==> config.mk <==
export PLATFORM = sky130hd
export DESIGN_NAME = button_debounce_scheduler
export DESIGN_NICKNAME = d
export VERILOG_FILES = /design/src/rtl/button_debounce_scheduler.sv
export SDC_FILE = /design/constraint.sdc
export NUM_CORES = 1
export LEC_CHECK = 0
export CORE_UTILIZATION = 39
export CTS_CLUSTER_SIZE = 30
export DETAILED_ROUTE_END_ITERATION = 8
export PLACE_DENSITY = 0.53
export SLEW_MARGIN = 20
export SYNTH_ARGS = -nofsm -noshare
export SYNTH_HDL_FRONTEND = slang
export SYNTH_SLANG_ARGS = --single-unit
==> constraint.sdc <==
create_clock -name clk -period 2.9 [get_ports clk]
set_input_delay 0.58 -clock clk [delete_from_list [all_inputs] [get_ports clk]]
set_output_delay 0.58 -clock clk [all_outputs]
set_load 0.02 [all_outputs]
==> src/rtl/button_debounce_scheduler.sv <==
// Multi-button debouncer: one shared debounce timer, granted to buttons round-robin.
// Define BTN_LEVEL_OUT_EN to expose the committed button levels on output port `level`.
module button_debounce_scheduler #(
    parameter int unsigned N_BTN = 4,
    parameter int unsigned CNT_W = 20
) (
    input  logic             clk,
    input  logic             rst,
    input  logic [N_BTN-1:0] button,
    output logic [N_BTN-1:0] r_edge,
    output logic [N_BTN-1:0] f_edge,
`ifdef BTN_LEVEL_OUT_EN
    output logic [N_BTN-1:0] level,
`endif
    output logic             busy
);

    localparam int unsigned     IdxW    = (N_BTN > 1) ? $clog2(N_BTN) : 1;
    localparam logic [IdxW-1:0] LastIdx = IdxW'(N_BTN - 1);
    localparam logic [CNT_W-1:0] CntMax = {CNT_W{1'b1}};

    typedef enum logic [0:0] {StIdle, StTiming} state_e;

    state_e           state_q, state_d;
    logic [N_BTN-1:0] sync1_q, sync1_d;
    logic [N_BTN-1:0] sync2_q, sync2_d;
    logic [N_BTN-1:0] stable_q, stable_d;
    logic [N_BTN-1:0] r_edge_q, r_edge_d;
    logic [N_BTN-1:0] f_edge_q, f_edge_d;
    logic [CNT_W-1:0] cnt_q, cnt_d;
    logic [IdxW-1:0]  sel_q, sel_d;
    logic [IdxW-1:0]  ptr_q, ptr_d;
    logic             tgt_q, tgt_d;

    logic [N_BTN-1:0] pending;
    logic [IdxW-1:0]  grant_idx;
    logic [IdxW-1:0]  next_ptr;
    logic             do_grant, do_abort, do_commit;

    // First requester at or after start, wrapping modulo N_BTN.
    function automatic logic [IdxW-1:0] rr_pick(input logic [N_BTN-1:0] req,
                                                input logic [IdxW-1:0]  start);
        logic [IdxW-1:0] pick;
        logic [IdxW-1:0] idx;
        logic            found;
        int unsigned     j;
        pick  = start;
        found = 1'b0;
        for (int unsigned k = 0; k < N_BTN; k++) begin
            j = 32'(start) + k;
            if (j >= N_BTN) begin
                j = j - N_BTN;
            end
            idx = IdxW'(j);
            if (!found && req[idx]) begin
                found = 1'b1;
                pick  = idx;
            end
        end
        return pick;
    endfunction

    assign pending   = sync2_q ^ stable_q;
    assign grant_idx = rr_pick(pending, ptr_q);
    assign next_ptr  = (sel_q == LastIdx) ? '0 : sel_q + 1'b1;

    // FSM state register
    always_ff @(posedge clk) begin
        if (rst) begin
            state_q <= StIdle;
        end else begin
            state_q <= state_d;
        end
    end

    // FSM next-state and slot events
    always_comb begin
        state_d   = state_q;
        do_grant  = 1'b0;
        do_abort  = 1'b0;
        do_commit = 1'b0;
        unique case (state_q)
            StIdle: begin
                if (|pending) begin
                    do_grant = 1'b1;
                    state_d  = StTiming;
                end
            end
            StTiming: begin
                if (sync2_q[sel_q] != tgt_q) begin
                    do_abort = 1'b1;
                    state_d  = StIdle;
                end else if (cnt_q == CntMax) begin
                    do_commit = 1'b1;
                    state_d   = StIdle;
                end
            end
            default: state_d = StIdle;
        endcase
    end

    // Datapath next-state
    always_comb begin
        sync1_d  = button;
        sync2_d  = sync1_q;
        stable_d = stable_q;
        cnt_d    = cnt_q;
        sel_d    = sel_q;
        tgt_d    = tgt_q;
        ptr_d    = ptr_q;
        r_edge_d = '0;
        f_edge_d = '0;
        if (do_grant) begin
            sel_d = grant_idx;
            tgt_d = sync2_q[grant_idx];
            cnt_d = '0;
        end else if (do_abort) begin
            ptr_d = next_ptr;
        end else if (do_commit) begin
            stable_d[sel_q] = tgt_q;
            if (tgt_q) begin
                r_edge_d[sel_q] = 1'b1;
            end else begin
                f_edge_d[sel_q] = 1'b1;
            end
            ptr_d = next_ptr;
        end else if (state_q == StTiming) begin
            cnt_d = cnt_q + 1'b1;
        end
    end

    always_ff @(posedge clk) begin
        if (rst) begin
            sync1_q  <= '0;
            sync2_q  <= '0;
            stable_q <= '0;
            cnt_q    <= '0;
            sel_q    <= '0;
            tgt_q    <= 1'b0;
            ptr_q    <= '0;
            r_edge_q <= '0;
            f_edge_q <= '0;
        end else begin
            sync1_q  <= sync1_d;
            sync2_q  <= sync2_d;
            stable_q <= stable_d;
            cnt_q    <= cnt_d;
            sel_q    <= sel_d;
            tgt_q    <= tgt_d;
            ptr_q    <= ptr_d;
            r_edge_q <= r_edge_d;
            f_edge_q <= f_edge_d;
        end
    end

    // Outputs
    always_comb begin
        busy   = (state_q == StTiming);
        r_edge = r_edge_q;
        f_edge = f_edge_q;
`ifdef BTN_LEVEL_OUT_EN
        level  = stable_q;
`endif
    end

endmodule
==> impl_metrics.ini <==
[synth]
synth_ff_type = dfxtp_1
yosysWarnings = 0
seq_area_frac_synth_pct = 41.53
postSynth.asyncResetShare_pct = 0
syn_avg_cell_area_um2 = 8.833
ys_types = 45
synth_edf_count = 0
synth_top_cell_area_share_pct = 41.53
ys_seq_elements = 46
syn_inst = 251
syn_area_um2 = 2217
yosys.area.top_type = dfxtp_1
syn-num-nets = 262
synth_area_leaders = dfxtp_1 42%, a21oi_1 5.2%, or3_1 5.1%, o21ai_0 4.1%, ha_1 2.8%

[detailed_routing]
routed_via_density = 5.382
postRouteWirelength_um = 4463
firstDrtPassIters = 4
via_count = 1819
ant_nets = 0
drt_iter0_drc = 71
drc_errors = 0
wl_per_cell_um = 13.20

[global_routing]
grt_pass1_wl_um = 7983
grt_start_max_net_pins = 30
antenna_found_initial = 0
grt_pass1_vias = 1671
grtUsageTotal_pct = 16.79
grt.overflow.total = 0

[sta]
period_needed_ps = 2537
max_freq_ghz = 0.3942
finalSetupViolations = 0
fin_skew_ps = 6.577
fin_crit_sh_pct = 87.47
rsz0062_at_grt = no
slew_violations = 0
maxSlewHeadroom_pct = 47.41
tightest_slew_ps = 781.6
whs_ps = 437.0
finalHoldViolations = 0
tns_ps = 0

[setup_path]
max_stage_delay_ps = 710
cp.arrival_ps = 2760
critical_path_class = reg -> reg
slowest_stage = nor4_1
critPathCaptureType = flop
crit_path_start_kind = flop
crit_fanout = 7
required_ps = 3130
cp_cell_sequence = ha_1, nand2_1, nor4_1, nand4_1, or3_1, a21oi_1

[layout]
multi_input_area_um2 = 1222
layout_common_cells = 46 x dfxtp_1, 23 x a21oi_1, 18 x o21ai_0, 18 x or3_1, 15 x nand2_1
layout-drive-gt1-share_pct = 5.639
fin_nets = 277
diodes = 0
synthToLayoutAreaGrowth_pct = 13.04
layout_commonest_cell = dfxtp_1
fillers = 561
seq_area_um2 = 920.9
finish.utilization_pct = 45.51

[floorplanning]
io_pins = 15
start_util_pct = 40.26
dieArea_um2 = 5991
core_area_um2 = 5507
die_h_um = 77.40
die_x_um = 77.40
rows = 27

[placement]
dpl.hpwl_um = 3207
portBuffers = 14
gp_congestion = 0.8552

[clock_network]
cts_setup_buffers = 0
cts_tree = built
ctsRootBufferMaster = clkbuf_8
insertion_delay_ps = 290
clock_path_buffers = 2
cts.sinks = 46
cts-resized-gates = 0
cts_made_buffers = 5
holdBufCountCts = 0
path_clk_slew_ps = 80
ctsHtreeMaxLevel = 2

[power]
powerDensity_nw_per_um2 = 453.0
max-vdd-ir-drop_v = 0.0002121
total_power_mw = 1.135
p_leak_nw = 0.8233

[status]
outcome = complete, no violations

[hold_path]
min_path_type = reg -> reg

[flow_run]
cap_violations = 0
-- flip-flops by register name (all words and copies together) (netlist names) --
register  flops
tgt_q         1
r_edge        4
sync2_q       4
busy          1
stable_q      4
sync1_q       4
f_edge        4
cnt_q        20
sel_q         2
ptr_q         2
-- metrics by stage --
step,std cells,worst slack [ps],instance area (um2)
final,338,363.4,2506
after global routing,338,181.5,2506
after CTS,338,372.3,2506
after global placement,331,417.2,2430
after detailed placement,331,419.2,2430
after floorplan,251,871.5,2217
-- routing by layer --
metal / part of all wire [%] / global-route usage [%] / up-vias / wire (um)
met3: 2.8 / 4.000 / 5 / 125
met2: 44 / 24.96 / 24 / 1955
met4: 1.5 / 6.415 / 0 / 68
li1: - / - / 946 / -
met5: 0 / 0 / - / 0
met1: 52 / 23.37 / 844 / 2314
-- worst paths after layout --
path | startpoint | to | slack (ps) | cells after the start
min reg2reg | sync1_q[0] | sync2_q[0] | 440 | 1
max | cnt_q[0] | cnt_q[18] | 360 | 6
min | sync1_q[0] | sync2_q[0] | 440 | 1
max reg2reg | cnt_q[0] | cnt_q[18] | 360 | 6
-- synth_stat cells, types with 6 or more instances --
cell	n
and4_1	6
and2_1	6
or3_1	18
inv_1	9
o21ai_0	18
nand3_1	8
nand2_1	15
a21oi_1	23
nand4_1	7
nor2_1	10
nand2b_1	6
nor2b_1	9
clkbuf_1	6
dfxtp_1	46
-- cells by family after synthesis --
group / synth area share (%)
AO/OA/AOI/OAI: 16.82
AND/OR/NAND/NOR: 27.99
buffers and inverters: 3.330
XOR/XNOR: 4.684
adder cells (fa/ha/maj): 2.822
multiplexers: 2.822
flip-flops: 41.53
-- critical path: cells and delay by family (launching register included) --
family	cells	cell delay, ps
adders and majority gates	1	220
AOI/OAI and AO/OA	1	150
DFF	1	410
and+or+nand+nor	4	1690
-- area by class of cell --
class | instances | area share, %
Multi-Input combinational cell | 187 | 48.78
Sequential cell | 46 | 36.74
Timing Repair Buffer | 17 | 6.490
Tap cell | 72 | 3.595
Clock buffer | 7 | 3.045
Inverter | 9 | 1.348
-- power breakdown --
| part | internal (mW) | switching (mW) | total (mW) |
|---|---|---|---|
| Combinational | 0.0446 | 0.0655 | 0.110 |
| Clock | 0.166 | 0.203 | 0.369 |
| Sequential | 0.642 | 0.0141 | 0.656 |
| Total | 0.853 | 0.282 | 1.14 |
Note: power is estimated with default switching activity, not from simulation.
